<file path="config.mk">
export PLATFORM = sky130hd
export DESIGN_NAME = dispatch_stage_n
export DESIGN_NICKNAME = d
export VERILOG_FILES = /design/src/rtl/dispatch_stage_n_pkg.sv /design/src/rtl/dispatch_stage_n_operand_resolve.sv /design/src/rtl/dispatch_stage_n.sv
export SDC_FILE = /design/constraint.sdc
export NUM_CORES = 1
export LEC_CHECK = 0
export BUFFER_PORTS_ARGS = -buffer_cell sky130_fd_sc_hd__buf_2
export CORE_AREA = 2 2 250 252
export DETAILED_ROUTE_END_ITERATION = 12
export DIE_AREA = 0 0 252 254
export HOLD_SLACK_MARGIN = 0.05
export PLACE_DENSITY = 0.39
export SYNTH_ARGS = -nofsm -noshare
export SYNTH_HDL_FRONTEND = slang
export SYNTH_SLANG_ARGS = --single-unit
</file>
<file path="constraint.sdc">
create_clock -name clk -period 2.3 [get_ports clk]
set_input_delay 0.115 -clock clk [delete_from_list [all_inputs] [get_ports clk]]
set_output_delay 0.115 -clock clk [all_outputs]
set_load 0.02 [all_outputs]
</file>
<file path="src/rtl/dispatch_stage_n_pkg.sv">
// Shared configuration, encodings and helpers for the N-wide dispatch stage.
// The localparams below are the single source of the block configuration.
package dispatch_stage_n_pkg;

  localparam int DISPATCH_WIDTH = 2;
  localparam int SRC_PER_INST   = 2;
  localparam int CDB_PORTS      = 2;
  localparam int ALU_QUEUES     = 2;
  localparam int DATA_W         = 32;
  localparam int PREG_W         = 6;

  localparam int N_SRC     = DISPATCH_WIDTH * SRC_PER_INST;
  localparam int N_Q       = ALU_QUEUES + 2;
  localparam int MDU_Q     = ALU_QUEUES;
  localparam int LSU_Q     = ALU_QUEUES + 1;
  localparam int ALU_SEL_W = (ALU_QUEUES > 1) ? $clog2(ALU_QUEUES) : 1;

  typedef enum logic [1:0] {
    INST_ALU  = 2'b00,
    INST_MDU  = 2'b01,
    INST_LSU  = 2'b10,
    INST_NONE = 2'b11
  } inst_type_e;

  typedef struct packed {
    logic [N_Q-1:0][DISPATCH_WIDTH-1:0] choose;
    logic [N_SRC-1:0][DATA_W-1:0]       data;
    logic [N_SRC-1:0]                   data_valid;
    logic [N_SRC-1:0][PREG_W-1:0]       src_preg;
    logic [DISPATCH_WIDTH-1:0][PREG_W-1:0] preg;
  } dispatch_grp_t;

  typedef struct packed {
    logic              hit;
    logic [DATA_W-1:0] data;
  } cdb_hit_t;

  function automatic cdb_hit_t cdb_lookup(
    input logic [CDB_PORTS-1:0]        v,
    input logic [CDB_PORTS*PREG_W-1:0] p,
    input logic [CDB_PORTS*DATA_W-1:0] d,
    input logic [PREG_W-1:0]           src
  );
    cdb_hit_t r;
    r = '0;
    // Lowest matching port wins; later ports never overwrite an earlier hit.
    for (int c = 0; c < CDB_PORTS; c++) begin
      if (!r.hit && v[c] && (p[c*PREG_W +: PREG_W] == src)) begin
        r.hit  = 1'b1;
        r.data = d[c*DATA_W +: DATA_W];
      end
    end
    return r;
  endfunction

  function automatic logic [N_Q-1:0] queue_onehot(
    input inst_type_e        t,
    input logic [PREG_W-1:0] preg
  );
    logic [N_Q-1:0] oh;
    oh = {N_Q{1'b0}};
    case (t)
      INST_ALU: begin
        if (ALU_QUEUES > 1) oh[preg[ALU_SEL_W-1:0]] = 1'b1;
        else                oh[0] = 1'b1;
      end
      INST_MDU: oh[MDU_Q] = 1'b1;
      INST_LSU: oh[LSU_Q] = 1'b1;
      default:  oh = {N_Q{1'b0}};
    endcase
    return oh;
  endfunction

endpackage

</file>
<file path="src/rtl/dispatch_stage_n_operand_resolve.sv">
// One source operand: ARF/immediate, CDB forward or ROB result, plus its valid.
module dispatch_stage_n_operand_resolve
  import dispatch_stage_n_pkg::*;
(
  input  logic                        src_ready_i,
  input  logic                        use_imm_i,
  input  logic [DATA_W-1:0]           imm_i,
  input  logic [DATA_W-1:0]           arf_data_i,
  input  logic                        rob_complete_i,
  input  logic [DATA_W-1:0]           rob_data_i,
  input  logic [PREG_W-1:0]           src_preg_i,
  input  logic [CDB_PORTS-1:0]        cdb_valid_i,
  input  logic [CDB_PORTS*PREG_W-1:0] cdb_preg_i,
  input  logic [CDB_PORTS*DATA_W-1:0] cdb_data_i,
  output logic [DATA_W-1:0]           data_o,
  output logic                        valid_o
);

  cdb_hit_t hit_s;

  // Operand mux: ready source first, then CDB forward, then ROB.
  always_comb begin
    hit_s = cdb_lookup(cdb_valid_i, cdb_preg_i, cdb_data_i, src_preg_i);
    if (src_ready_i) begin
      data_o = use_imm_i ? imm_i : arf_data_i;
    end else if (hit_s.hit) begin
      data_o = hit_s.data;
    end else begin
      data_o = rob_data_i;
    end
    valid_o = src_ready_i | hit_s.hit | rob_complete_i;
  end

endmodule

</file>
<file path="src/rtl/dispatch_stage_n.sv">
// N-wide dispatch stage with registered group and per-queue draining.
// Optional held-operand CDB wakeup: define DISPATCH_HOLD_WAKEUP_EN.
module dispatch_stage_n
  import dispatch_stage_n_pkg::*;
(
  input  logic                               clk,
  input  logic                               rst_n,
  input  logic                               flush_i,
  input  logic [DISPATCH_WIDTH-1:0]          in_valid_i,
  output logic                               in_ready_o,
  input  logic [DISPATCH_WIDTH*2-1:0]        inst_type_i,
  input  logic [DISPATCH_WIDTH*PREG_W-1:0]   preg_i,
  input  logic [N_SRC*PREG_W-1:0]            src_preg_i,
  input  logic [N_SRC-1:0]                   src_ready_i,
  input  logic [N_SRC*DATA_W-1:0]            arf_data_i,
  input  logic [N_SRC-1:0]                   use_imm_i,
  input  logic [DISPATCH_WIDTH*DATA_W-1:0]   imm_i,
  input  logic [N_SRC-1:0]                   rob_complete_i,
  input  logic [N_SRC*DATA_W-1:0]            rob_data_i,
  input  logic [CDB_PORTS-1:0]               cdb_valid_i,
  input  logic [CDB_PORTS*PREG_W-1:0]        cdb_preg_i,
  input  logic [CDB_PORTS*DATA_W-1:0]        cdb_data_i,
  output logic [DISPATCH_WIDTH-1:0]          rob_valid_o,
  output logic [N_Q-1:0]                     q_valid_o,
  input  logic [N_Q-1:0]                     q_ready_i,
  output logic [N_Q*DISPATCH_WIDTH-1:0]      q_choose_o,
  output logic [N_SRC*DATA_W-1:0]            q_data_o,
  output logic [N_SRC-1:0]                   q_data_valid_o,
  output logic [N_SRC*PREG_W-1:0]            q_src_preg_o,
  output logic [DISPATCH_WIDTH*PREG_W-1:0]   q_preg_o
);

  localparam int W = DISPATCH_WIDTH;
  localparam int S = SRC_PER_INST;

  dispatch_grp_t                   grp_q, grp_d;
  logic [N_Q-1:0]                  qv_q, qv_d;
  logic [W-1:0]                    rob_q, rob_d;
  logic [N_SRC-1:0][DATA_W-1:0]    res_data_s;
  logic [N_SRC-1:0]                res_valid_s;
  logic [N_Q-1:0][W-1:0]           choose_s;
  logic                            accept_s;

  for (genvar n = 0; n < N_SRC; n++) begin : g_src
    dispatch_stage_n_operand_resolve u_res (
      .src_ready_i    (src_ready_i[n]),
      .use_imm_i      (use_imm_i[n]),
      .imm_i          (imm_i[(n/S)*DATA_W +: DATA_W]),
      .arf_data_i     (arf_data_i[n*DATA_W +: DATA_W]),
      .rob_complete_i (rob_complete_i[n]),
      .rob_data_i     (rob_data_i[n*DATA_W +: DATA_W]),
      .src_preg_i     (src_preg_i[n*PREG_W +: PREG_W]),
      .cdb_valid_i    (cdb_valid_i),
      .cdb_preg_i     (cdb_preg_i),
      .cdb_data_i     (cdb_data_i),
      .data_o         (res_data_s[n]),
      .valid_o        (res_valid_s[n])
    );
  end

  // A queue still holding an entry it cannot hand over blocks the next group.
  assign in_ready_o = !flush_i && ((qv_q & ~q_ready_i) == {N_Q{1'b0}});
  assign accept_s   = in_ready_o && (|in_valid_i);

  // Steering: per-slot queue selection, masked by slot valid.
  always_comb begin
    logic [N_Q-1:0] oh;
    oh       = {N_Q{1'b0}};
    choose_s = '0;
    for (int i = 0; i < W; i++) begin
      oh = queue_onehot(inst_type_e'(inst_type_i[2*i +: 2]), preg_i[i*PREG_W +: PREG_W]);
      for (int q = 0; q < N_Q; q++) begin
        choose_s[q][i] = oh[q] & in_valid_i[i];
      end
    end
  end

  // Next group state: flush, accept, or hold with per-queue drain.
  always_comb begin
`ifdef DISPATCH_HOLD_WAKEUP_EN
    cdb_hit_t wk;
    wk = '0;
`endif
    grp_d = grp_q;
    qv_d  = qv_q & ~q_ready_i;
    rob_d = {W{1'b0}};
    if (flush_i) begin
      qv_d = {N_Q{1'b0}};
    end else if (accept_s) begin
      for (int q = 0; q < N_Q; q++) begin
        qv_d[q] = |choose_s[q];
      end
      grp_d.choose     = choose_s;
      grp_d.data       = res_data_s;
      grp_d.data_valid = res_valid_s;
      grp_d.src_preg   = src_preg_i;
      grp_d.preg       = preg_i;
      rob_d            = in_valid_i;
    end else begin
`ifdef DISPATCH_HOLD_WAKEUP_EN
      for (int n = 0; n < N_SRC; n++) begin
        wk = cdb_lookup(cdb_valid_i, cdb_preg_i, cdb_data_i, grp_q.src_preg[n]);
        if (!grp_q.data_valid[n] && wk.hit) begin
          grp_d.data[n]       = wk.data;
          grp_d.data_valid[n] = 1'b1;
        end else begin
          grp_d.data[n]       = grp_q.data[n];
          grp_d.data_valid[n] = grp_q.data_valid[n];
        end
      end
`else
      grp_d = grp_q;
`endif
    end
  end

  // Group, queue-valid and ROB-pulse registers.
  always_ff @(posedge clk) begin
    if (!rst_n) begin
      grp_q <= '0;
      qv_q  <= {N_Q{1'b0}};
      rob_q <= {W{1'b0}};
    end else begin
      grp_q <= grp_d;
      qv_q  <= qv_d;
      rob_q <= rob_d;
    end
  end

  assign q_valid_o      = qv_q;
  assign rob_valid_o    = rob_q;
  assign q_choose_o     = grp_q.choose;
  assign q_data_o       = grp_q.data;
  assign q_data_valid_o = grp_q.data_valid;
  assign q_src_preg_o   = grp_q.src_preg;
  assign q_preg_o       = grp_q.preg;

endmodule

</file>
== Word level (Yosys, flattened, before mapping) ==
Index checks and enable logic that the tools add are counted.
Word-level totals
  word-level logic and storage cells: 117
  output and inout port bits: 183
  bits of input ports: 459
  bits in registers: 182
Cells by class
  eq/ne operators: 12
  magnitude comparators: 4
  reductions and logical operators: 32
  multiplexer cells: 31
  bitwise gates (word level): 21
Operator list (count)
  2-to-1 mux 32 bit: 12
  2-to-1 mux 33 bit: 8
  equality test 6 bit: 8
  logical AND 1 bit: 16
  OR reduction 2 bit: 6
  AND 1 bit: 8
  OR 1 bit: 8
  < comparator 1 x 3 -> 1 bit, second input constant: 2
  2-to-1 mux 1 bit: 6
  logical NOT 1 bit: 5
  AND 4 bit: 1
  equality test 2 x 1 -> 1 bit, second input constant: 2
  equality test 2 bit, second input constant: 2
  logical NOT 2 bit: 2
  logical NOT 4 bit: 1
  2-to-1 mux 2 bit: 2
  2-to-1 mux 4 bit: 1
  inverter 4 bit: 1
  inverter 1 bit: 3
  OR reduction 3 bit: 1
  demux 1 bit (select 1 bit): 2
  greater-or-equal comparator 1 bit, second input constant: 2
  AND reduction 2 bit: 1

== Depth between registers and ports, before layout ==
  depth after elaboration: 9
  depth in mapped cells: 8
  gate-level depth less buffers: 5

== Modules after synthesis ==
A second synthesis with hierarchy kept.
Second synthesis, totals
  cell total of the unflattened synthesis: 1512
  area total of the unflattened synthesis: 13186.4 µm²
Modules (own cells, without submodules)
  dispatch_stage_n: seq. area each 3643.5 µm², area each 7030.5 µm², cells an instance 828, times used 1
  dispatch_stage_n_operand_resolve: seq. area each 0.0 µm², area each 1539.0 µm², cells an instance 171, times used 4

== Least setup slack after synthesis ==
OpenSTA, ideal clock, no wires.
  path type: register -> register
  from: register qv_q[1], in the netlist q_valid_o[1]
  to: register grp_q (netlist bit q_data_o[44])
  slack: 0.202 ns
  period minus slack after synthesis: 2.098 ns
  path buffers: 3
  arrival: 1.961 ns
  library setup time: 0.137 ns
  cell stages (with the launch flop): 9
  cells stage by stage: dfxtp_1 > nand2b_1 > nand2_1 > nor4_1 > buf_2 > buf_2 > clkbuf_1 > mux2i_1 > o32ai_2
Between the ends
  longest elaborated chain between the ends: 5
RTL lines
  start: declaration: line dispatch_stage_n.sv:37  | logic [N_Q-1:0] qv_q, qv_d;
  start signal: assignment: line dispatch_stage_n.sv:121  | qv_q <= {N_Q{1'b0}};
  start signal: assignment: line dispatch_stage_n.sv:125  | qv_q <= qv_d;
  AND 4 bit: line dispatch_stage_n.sv:62  | assign in_ready_o = !flush_i && ((qv_q & ~q_ready_i) == {N_Q{1'b0}});
  logical NOT 4 bit: line dispatch_stage_n.sv:62
  logical AND 1 bit: line dispatch_stage_n.sv:62
  logical AND 1 bit: line dispatch_stage_n.sv:63  | assign accept_s = in_ready_o && (|in_valid_i);
  AND reduction 2 bit (no line)
  end signal: assignment: line dispatch_stage_n.sv:124  | grp_q <= grp_d;
  end: declaration: line dispatch_stage_n.sv:36  | dispatch_grp_t grp_q, grp_d;
Every way passes these cells.
A chain may end at the register's enable or synchronous reset.

== Worst setup path after layout ==
  from: register qv_q[1], in the netlist q_valid_o[1]
  to: register grp_q (netlist bit q_data_o[59])
Same word-level chain as after synthesis.

==> results.ini <==
[status]
status = finished, final reports clean

[worst_hold_path]
hold_path_class = input port to flop
worstHoldPathCells = 5

[logic_synthesis]
ys_seq_area_share_pct = 29.3
synth_edf_count = 0
syn_nets = 2004
async_flop_share_pct = 0
yosysUniqueCellTypes = 42
yosysTopAreaCell = dfxtp_1
yosys-top-cells-area = dfxtp_1, mux2i_1, a211oi_1, clkbuf_1, o2111ai_1
synth_flop_cell = dfxtp_1
syn_area_per_cell_sq_um = 8.06
synth_top_area_share_pct = 29.3
yosys_warnings = 0
synthCells = 1545
synth_area_sq_um = 12400
synth-seq-cells = 182

[job]
maxCapViolCount = 0

[place]
place_congestion = 0.856
postPlaceCellArea_sq_um = 16700
hpwl_um = 56700
place.port_buffers = 641

[timing]
drv_slew = 0
fin_crit_ps = 2150
timing_hold_violations_final = 0
rsz0062_at_grt = false
skew_ps = 14.4
period_share_pct = 93.5
setup_violations = 0
tightest_slew_ps = 1090
relSlewSlack_pct = 27.5
finalSetupTns_ps = 0
fmax_mhz = 465

[cts]
clockBufferDepth = 2
clk_pin_slew_ps = 80
clock-sinks = 182
htreeDepth = 4
worstSkewPairLatency_ps = 510
tritoncts = built
root_buffer = clkbuf_16
post_cts_buffers = 0
cts_buffers = 17

[floorplan]
die_x_um = 252
ios = 642
die_area_sq_um = 64000
start_util_pct = 20.3
placementRows = 91
core_area_sq_um = 61300
die_h_um = 254

[cells_and_area]
nets = 2815
multi_input_area_sq_um = 8000
drive_above_1_share_pct = 32.0
seq_area_sq_um = 3640
fillers = 6625
final_area_sq_um = 20100
syn2layout_area_growth_pct = 61.5

[critical_path]
cpMaxStageDelayCell = or4_4
path_max_fanout = 32
worst_setup_path_end_kind = flop
crit_chain = nand2b_1 > nand2_1 > or4_4 > or3_2 > buf_12 > o32ai_1
critPathLaunchType = flop
reg2regPathDepth = 6
cp.required_ps = 2710
critPathKind = flop to flop
worst_ep_arrival_time_ps = 2560
critPathMaxStageDelay_ps = 530

[route]
drcViolationCount = 0
drt_wl_total_um = 80800
postRouteAntennaNets = 0
wl_per_cell_um = 25.6
drt_iter0_drc = 1286
via_per_inst = 5.20
vias = 16400
firstDrtPassIters = 5

[global_route]
overflow = 0
grt_usage_pct = 24.3
grt_max_degree = 100
antenna_found_initial = 8
grt_pass1_vias = 16900
grt_pass1_wl_um = 115000

[power_and_ir_drop]
vdd_ir_drop_max_v = 0.000612
p_per_area_nw_per_um2 = 504
p_leak_nw = 9.00

==> synth_stat cells, drive strengths merged, types with 7 or more instances <==
cell / number
mux2i: 224
o2111ai: 64
nand4: 7
xor2: 9
a221oi: 32
a21oi: 77
o32ai: 32
buf: 31
a21boi: 32
dfxtp: 182
o21ai: 33
nor2: 105
o22ai: 64
inv: 35
nand3: 37
nor3: 73
a211oi: 96
nor2b: 32
xnor2: 39
clkbuf: 155
nand2: 119
a41o: 32
==> power by group <==
part | total [mW] | internal [mW] | switching [mW]
Sequential | 3.50 | 3.38 | 0.129
Combinational | 3.33 | 1.41 | 1.92
Clock | 3.30 | 1.56 | 1.73
==> placed cells by master, fill, tap and decap left out, types with 64 or more instances in the layout <==
cell and n:
a211oi_1 96, a21oi_1 77, buf_2 639, dfxtp_1 182
dlygate4sd3_1 281, mux2i_1 224, nand2_1 119, nor2_1 105
nor3_1 69, o2111ai_1 64, o22ai_1 64
==> repair_timing <==
item,4_1_cts,5_1_grt
resized for setup,0,1
endpoints found under the setup margin,0,1
hold buffers,281,0
hold endpoints to repair,182,0
==> registers in the layout (all words and copies together), names as in the netlist <==
name / cells
q_data_o: 128
q_data_valid_o: 4
q_src_preg_o: 24
q_valid_o: 4
q_choose_o: 8
rob_valid_o: 2
q_preg_o: 12
==> routing by layer <==
layer	global-route usage, %	wire length (um)	up-vias
met5	0	16	-
met4	9.18	2440	2
met2	41.4	38600	830
li1	-	-	7454
met1	30.2	33900	8019
met3	5.00	5830	128
==> final timing paths <==
check,start,to,slack [ps]
setup reg to reg,q_valid_o[1],q_data_o[59],150
setup / recovery,q_valid_o[1],q_data_o[59],150
hold / removal,imm_i[55],q_data_o[119],90
hold reg to reg,q_preg_o[9],q_preg_o[9],460
==> worst max-delay path: cells and delay by family, from the launching register on <==
kind / cells / cell delay, ps
and+or+nand+nor: 4 / 1180
DFF: 1 / 320
AOI/OAI and AO/OA: 1 / 320
buffers and inverters: 1 / 200
==> metrics by stage <==
| step | std cells | hold slack (ps) | utilization [%] | total power [mW] | setup slack, ps |
|---|---|---|---|---|---|
| after floorplan | 1545 | 229 | - | 5.04 | 202 |
| after global placement | 2846 | 361 | 27.2 | 6.47 | 242 |
| after detailed placement | 2846 | 365 | 27.2 | 6.48 | 192 |
| after CTS | 3159 | 50.2 | 32.8 | 10.2 | 80.1 |
| after global routing | 3161 | 91.5 | 32.8 | 10.5 | 58.1 |
| final | 3162 | 85.3 | 32.8 | 10.1 | 148 |
==> cell type report <==
cell class                 count  share of cell area (%)
timing repair buffer         978                    33.4
tap                          790                    4.92
clock inverter                15                   0.915
inverter                      35                   0.679
multi-input combinational   1142                    39.8
clock buffer                  17                    2.12
sequential                   182                    18.1
antenna                        3                  0.0374
==> kinds of logic (layout without fill, tap and decap cells) <==
group | count (synthesis) | count (layout) | synth area share (%)
AO/OA/AOI/OAI | 471 | 471 | 27.7
XOR/XNOR | 48 | 48 | 3.38
buffers and inverters | 221 | 1045 | 6.97
flip-flops | 182 | 182 | 29.3
multiplexers | 224 | 224 | 18.0
other | 0 | 3 | 0
AND/OR/NAND/NOR | 399 | 399 | 14.7
No activity file was read; power rests on OpenSTA's default activity.
